File: src/rtl/tx_arbiter_pkg.sv
// Shared definitions for tx_arbiter: FSM state encoding, parameter defaults and clog2.
package tx_arbiter_pkg;

    typedef enum logic [1:0] {
        ST_IDLE  = 2'd0,
        ST_GRANT = 2'd1,
        ST_DRAIN = 2'd2
    } arb_state_e;

    localparam int DEF_N_REQ   = 4;
    localparam int DEF_DW      = 8;
    localparam int DEF_TIMEOUT = 64;

    function automatic int clog2(input int v);
        int r;
        r = 0;
        for (int x = v - 1; x > 0; x = x >> 1) begin
            r++;
        end
        return r;
    endfunction

endpackage

File: src/rtl/tx_arbiter_rr_pick.sv
// Combinational round-robin picker: lowest distance (k - ptr) mod N among asserted requests wins.
module rr_pick #(
    parameter int N  = 4,
    parameter int IW = 2
) (
    input  logic [N-1:0]  req_i,
    input  logic [IW-1:0] ptr_i,
    output logic [N-1:0]  onehot_o,
    output logic [IW-1:0] idx_o,
    output logic          valid_o
);

    int best_d;
    int d;

    always_comb begin
        best_d = N;
        d      = 0;
        idx_o  = '0;
        for (int k = 0; k < N; k++) begin
            if (req_i[k]) begin
                d = k - int'(ptr_i);
                if (d < 0) begin
                    d = d + N;
                end
                if (d < best_d) begin
                    best_d = d;
                    idx_o  = IW'(k);
                end
            end
        end
    end

    assign valid_o = |req_i;

    always_comb begin
        onehot_o = '0;
        for (int k = 0; k < N; k++) begin
            onehot_o[k] = valid_o && (idx_o == IW'(k));
        end
    end

endmodule

File: src/rtl/tx_arbiter.sv
// Round-robin arbiter sharing one transmission controller among N_REQ requesters.
// Optional forced-release timeout is built when TX_ARB_TIMEOUT_EN is defined (adds TO_O).
module tx_arbiter
    import tx_arbiter_pkg::*;
#(
    parameter int N_REQ   = DEF_N_REQ,
    parameter int DW      = DEF_DW,
`ifdef TX_ARB_TIMEOUT_EN
    parameter int TIMEOUT = DEF_TIMEOUT,
`endif
    localparam int IW     = clog2(N_REQ)
) (
    input  logic                CLK,
    input  logic                RESET,
    input  logic                ENA,
    input  logic [N_REQ-1:0]    REQ_I,
    input  logic [N_REQ-1:0]    DRDY_I,
    input  logic [N_REQ*DW-1:0] DATA_I,
    output logic [N_REQ-1:0]    GNT_O,
    output logic [N_REQ-1:0]    ACK_O,
    output logic [N_REQ-1:0]    EXC_O,
    output logic                M_ENA,
    output logic                M_REQ,
    output logic                M_DRDY,
    output logic [DW-1:0]       M_DATA,
    input  logic                M_ACK,
    input  logic                M_EXC,
    input  logic                M_IDL,
    output logic                BUSY,
    output logic [IW-1:0]       GNT_ID,
`ifdef TX_ARB_TIMEOUT_EN
    output logic                TO_O,
`endif
    output logic [1:0]          STATE_O
);

    arb_state_e       state_q;
    logic [N_REQ-1:0] gnt_q;
    logic [IW-1:0]    gnt_id_q;
    logic [IW-1:0]    ptr_q;
    logic [IW-1:0]    ptr_d;
    logic             ena_q;
    logic             release_d;
    logic             timeout_hit;

    logic [N_REQ-1:0] pick_oh;
    logic [IW-1:0]    pick_idx;
    logic             pick_vld;

    rr_pick #(
        .N  (N_REQ),
        .IW (IW)
    ) u_pick (
        .req_i    (REQ_I),
        .ptr_i    (ptr_q),
        .onehot_o (pick_oh),
        .idx_o    (pick_idx),
        .valid_o  (pick_vld)
    );

`ifdef TX_ARB_TIMEOUT_EN
    localparam int CW = clog2(TIMEOUT + 1);
    logic [CW-1:0] cnt_q;
    logic          to_q;

    // Fires on the edge that would complete TIMEOUT GRANT cycles without an ACK.
    assign timeout_hit = (state_q == ST_GRANT) && !M_ACK && (cnt_q == CW'(TIMEOUT - 1));
    assign TO_O        = to_q;

    always_ff @(posedge CLK) begin
        if (RESET) begin
            cnt_q <= '0;
            to_q  <= 1'b0;
        end else begin
            to_q <= timeout_hit;
            if (state_q != ST_GRANT || M_ACK) begin
                cnt_q <= '0;
            end else if (!timeout_hit) begin
                cnt_q <= cnt_q + CW'(1);
            end
        end
    end
`else
    assign timeout_hit = 1'b0;
`endif

    assign release_d = !(|(REQ_I & gnt_q)) || !ENA || timeout_hit;
    assign ptr_d     = (gnt_id_q == IW'(N_REQ - 1)) ? '0 : gnt_id_q + IW'(1);

    always_ff @(posedge CLK) begin
        if (RESET) begin
            state_q  <= ST_IDLE;
            gnt_q    <= '0;
            gnt_id_q <= '0;
            ptr_q    <= '0;
            ena_q    <= 1'b0;
        end else begin
            ena_q <= ENA;
            case (state_q)
                ST_IDLE: begin
                    if (ENA && M_IDL && pick_vld) begin
                        gnt_q    <= pick_oh;
                        gnt_id_q <= pick_idx;
                        state_q  <= ST_GRANT;
                    end
                end
                ST_GRANT: begin
                    if (release_d) begin
                        gnt_q   <= '0;
                        state_q <= ST_DRAIN;
                    end
                end
                ST_DRAIN: begin
                    // Pointer moves past the last grant only once the controller is idle again.
                    if (M_IDL) begin
                        ptr_q   <= ptr_d;
                        state_q <= ST_IDLE;
                    end
                end
                default: begin
                    gnt_q   <= '0;
                    state_q <= ST_IDLE;
                end
            endcase
        end
    end

    logic [DW-1:0] mux_data;

    always_comb begin
        mux_data = '0;
        for (int k = 0; k < N_REQ; k++) begin
            if (gnt_q[k]) begin
                mux_data = mux_data | DATA_I[k*DW +: DW];
            end
        end
    end

    assign GNT_O   = gnt_q;
    assign GNT_ID  = gnt_id_q;
    assign M_ENA   = ena_q;
    assign M_REQ   = |(REQ_I & gnt_q);
    assign M_DRDY  = |(DRDY_I & gnt_q);
    assign M_DATA  = mux_data;
    assign ACK_O   = gnt_q & {N_REQ{M_ACK}};
    assign EXC_O   = gnt_q & {N_REQ{M_EXC}};
    assign BUSY    = (state_q != ST_IDLE);
    assign STATE_O = state_q;

endmodule

File: config.mk
export PLATFORM = sky130hd
export DESIGN_NAME = tx_arbiter
export DESIGN_NICKNAME = d
export VERILOG_FILES = /design/src/rtl/tx_arbiter_pkg.sv /design/src/rtl/tx_arbiter_rr_pick.sv /design/src/rtl/tx_arbiter.sv
export SDC_FILE = /design/constraint.sdc
export NUM_CORES = 1
export LEC_CHECK = 0
export ABC_AREA = 0
export CAP_MARGIN = 20
export CELL_PAD_IN_SITES_DETAIL_PLACEMENT = 2
export CELL_PAD_IN_SITES_GLOBAL_PLACEMENT = 2
export CORE_ASPECT_RATIO = 1.1
export CORE_MARGIN = 3
export CORE_UTILIZATION = 17
export DETAILED_ROUTE_END_ITERATION = 7
export PLACE_DENSITY_LB_ADDON = 0.1
export SYNTH_ARGS = -nofsm -noshare
export SYNTH_HDL_FRONTEND = slang
export SYNTH_SLANG_ARGS = --single-unit
File: constraint.sdc
create_clock -name CLK -period 4.9 [get_ports CLK]
set_clock_uncertainty 0.1 [all_clocks]
set_input_delay 0.735 -clock CLK [delete_from_list [all_inputs] [get_ports CLK]]
set_output_delay 0.735 -clock CLK [all_outputs]
set_load 0.1 [all_outputs]
==> results.py <==
metrics = {
    "worst_setup_path": {
        "ff2ff_setup_slack_ns": 1.74,
        "worstSetupPathType": "in -> reg",
        "crit_top_cell": "ha_1",
        "reg2reg_to": "GNT_O[0]$_SDFFE_PP0P_",
        "worstPathArrival_ns": 3.83,
        "critPathTopFamily": "compound AO/OA/AOI/OAI gates",
        "cp_num_buf_inv": 1,
        "critPathRequiredTime_ns": 4.93,
        "cp_max_fo": 11,
        "r2r-start": "ptr_q[0]$_SDFFE_PP0P_",
        "cp_slowest_cell": "clkdlybuf4s50_1",
        "r2r_cells": 12,
        "cp_cell_sequence": "clkdlybuf4s50_1, mux2i_1, a21oi_1, ha_1, o22ai_1, o21ai_1, nor2_1, a21o_1, ha_1, o311ai_1, a21oi_2, a32o_1",
        "critPathMaxStageDelay_ns": 0.72,
        "cp-end-kind": "flop",
        "start_kind": "input pin",
    },
    "cells_and_area": {
        "final_area_um2": 1770,
        "syn2layout_area_growth_pct": 89.4,
        "final_util_pct": 34.3,
        "fin_cells": 266,
        "layout-drive-gt1-share_pct": 5.67,
        "antenna_cells": 0,
        "fin_nets": 244,
    },
    "cts": {
        "numCtsBuffers": 3,
        "cts_buffer_depth": 2,
        "htreeDepth": 1,
        "post_cts_buffers": 0,
        "cts_tree": "done",
        "clkSlewWorstSetupHoldPaths_ns": 0.05,
        "clk_latency_ns": 0.24,
        "clkSinkCount": 11,
        "post_cts_resized": 0,
        "cts-root-buf": "clkbuf_8",
        "cts_hold_buf": 0,
    },
    "sta": {
        "period_needed_ns": 3.80,
        "worstMarginPinSlew_ns": 0.999,
        "finalMaxSlewViolations": 0,
        "setup_viol": 0,
        "setup_tns_ns": 0,
        "finalHoldViolCount": 0,
        "fin_crit_sh_pct": 77.6,
        "fmax_mhz": 263,
        "finalWorstSetupSlack_ns": 1.10,
        "slew_headroom_pct": 33.2,
        "rsz0062_at_grt": "no",
    },
    "yosys": {
        "synth_compound_area_share_pct": 36.9,
        "synth.top_cells.by_count": "21 x a22oi_1, 18 x nand2_1, 11 x and2_1, 11 x dfxtp_1, 7 x a21oi_1",
        "syn_area_per_cell_um2": 7.54,
        "netlist-cell-type-count": 36,
        "ys_ff_latch": 11,
        "synth-seq-area-share_pct": 23.6,
        "synthMuxAreaShare_pct": 1.07,
        "synth_top_family_by_area": "compound AO/OA/AOI/OAI gates",
        "synth_top_cell_by_area": "dfxtp_1",
        "syn_area_um2": 935,
        "synthSimpleGateAreaFrac_pct": 28.4,
        "synth_warnings": 0,
        "syn-num-nets": 173,
        "yosys.area_share.adder_pct": 4.02,
        "synth_edf_count": 0,
        "netlist.area_leader.share_pct": 23.6,
        "synthCells": 124,
        "ys.flop_type": "dfxtp_1",
        "synth.most_common_cell": "a22oi_1",
        "yosys-top-cells-area": "dfxtp_1 24%, a22oi_1 17%, and2_1 7.4%",
        "synth_xor_area_share_pct": 0.937,
        "ys_async_sr_fraction_pct": 0,
    },
    "place": {
        "io_buffer_count": 73,
        "placed_cells": 262,
        "dpl.hpwl_um": 3780,
        "placed_cell_area_um2": 1720,
        "finalWeightedCongestion": 0.830,
        "place_ws_ns": 0.857,
    },
    "route": {
        "drt-total-wl_um": 4570,
        "viasPerCell": 4.62,
        "drc": 0,
        "antenna_left": 0,
        "wl_per_cell_um": 17.2,
        "firstDrtPassIters": 4,
        "vias": 1229,
        "drt_iter0_markers": 27,
    },
    "global_route": {
        "grt_first_pass_wirelength_um": 7600,
        "grt_remaining_overflow": 0,
        "grt_pass1_vias": 1391,
        "antenna_found_initial": 0,
        "grt_usage_pct": 14.8,
        "grt_max_degree": 15,
    },
    "floorplan": {
        "num_rows": 27,
        "die-area_um2": 6420,
        "die_h_um": 83.8,
        "core_area_um2": 5170,
        "ios": 74,
        "die_x_um": 76.7,
        "start_util_pct": 18.1,
    },
    "flow_run": {
        "cap_viol_max_count": 0,
    },
    "min_path": {
        "hp-class": "reg -> reg",
        "hp-start": "GNT_ID[1]$_SDFFE_PP0P_",
        "hold_end": "GNT_ID[1]$_SDFFE_PP0P_",
        "whs_path_depth": 2,
    },
    "pwr": {
        "p_leak_uw": 0.000663,
        "peakVddDrop_uv": 175,
        "power_density_nw_per_um2": 213,
    },
    "outcome": {
        "status": "completed",
    },
}
==> tightest hold or removal path: cells and delay by family (launching register included) <==
kind | cells | cell delay (ns)
AO/OA/AOI/OAI | 1 | 0.05
AND/OR/NAND/NOR | 1 | 0.11
flip-flops | 1 | 0.32
==> logic make-up after synthesis <==
logic type	after synthesis
AOI/OAI and AO/OA	46
xor gates and xnor gates	1
adders and majority gates	3
buffers and inverters	12
DFF	11
muxes	1
and+or+nand+nor	50
==> cell type report <==
cell class / count / area (um^2)
fill: 604 / 3400
clock buffer: 3 / 41.3
multi-input combinational: 101 / 667
sequential: 11 / 220
inverter: 5 / 18.8
clock inverter: 1 / 5.00
tap: 72 / 90.1
timing repair buffer: 73 / 728
==> metal layers <==
| metal | share of wire [%] | global-route usage [%] | wire length [um] | up-vias |
|---|---|---|---|---|
| met5 | 0 | 0 | 0 | - |
| met4 | 0.55 | 2.47 | 25 | 0 |
| met3 | 4.7 | 4.21 | 215 | 2 |
| met2 | 52 | 27.0 | 2370 | 35 |
| met1 | 43 | 17.2 | 1970 | 591 |
| li1 | - | - | - | 601 |
==> worst max-delay path by stage <==
| stage | start | end | slack (ns) | cells past startpoint |
|---|---|---|---|---|
| finish | REQ_I[0] | GNT_O[0]$_SDFFE_PP0P_ | 1.10 | 12 |
| global route | REQ_I[0] | GNT_O[0]$_SDFFE_PP0P_ | 0.91 | 12 |
| CTS | REQ_I[0] | GNT_O[0]$_SDFFE_PP0P_ | 1.11 | 12 |
| detailed placement | REQ_I[0] | GNT_O[0]$_SDFFE_PP0P_ | 0.86 | 12 |
| global placement | REQ_I[0] | GNT_O[0]$_SDFFE_PP0P_ | 1.05 | 12 |
| floorplan | REQ_I[0] | GNT_O[1]$_SDFFE_PP0P_ | 1.79 | 12 |
==> cell usage in the layout (no fill, tap or decap), types with 2 or more instances in the layout <==
cell	instances
ha_1	3
nor3_1	2
or3_1	2
a211oi_1	2
a22oi_1	21
clkbuf_8	3
a21oi_2	2
nand2b_1	2
clkdlybuf4s50_1	72
and2_1	11
nor3b_1	2
a32o_1	2
inv_1	5
nor2b_1	3
a211o_1	2
dfxtp_1	11
nor2_1	5
nand2_1	18
a21oi_1	7
==> metrics by stage <==
step                      hold WS, ns  total power (uW)
final                           0.433               376
after global routing            0.450               397
after CTS                       0.442               382
after detailed placement        0.434               290
after global placement          0.443               286
after floorplan                 0.390               217
==> state kept, by name (all words and copies together) (netlist names) <==
signal   cells
STATE_O      2
M_ENA        1
GNT_O        4
ptr_q        2
GNT_ID       2
==> where the power goes <==
part / total [uW] / internal [uW] / switching [uW] / leakage (uW)
sequential: 102 / 93.5 / 8.48 / 0.0000896
clock: 89.9 / 55.8 / 34.1 / 0.0000255
combinational: 185 / 66.5 / 118 / 0.000548
Power figures use the tool's default switching activity.
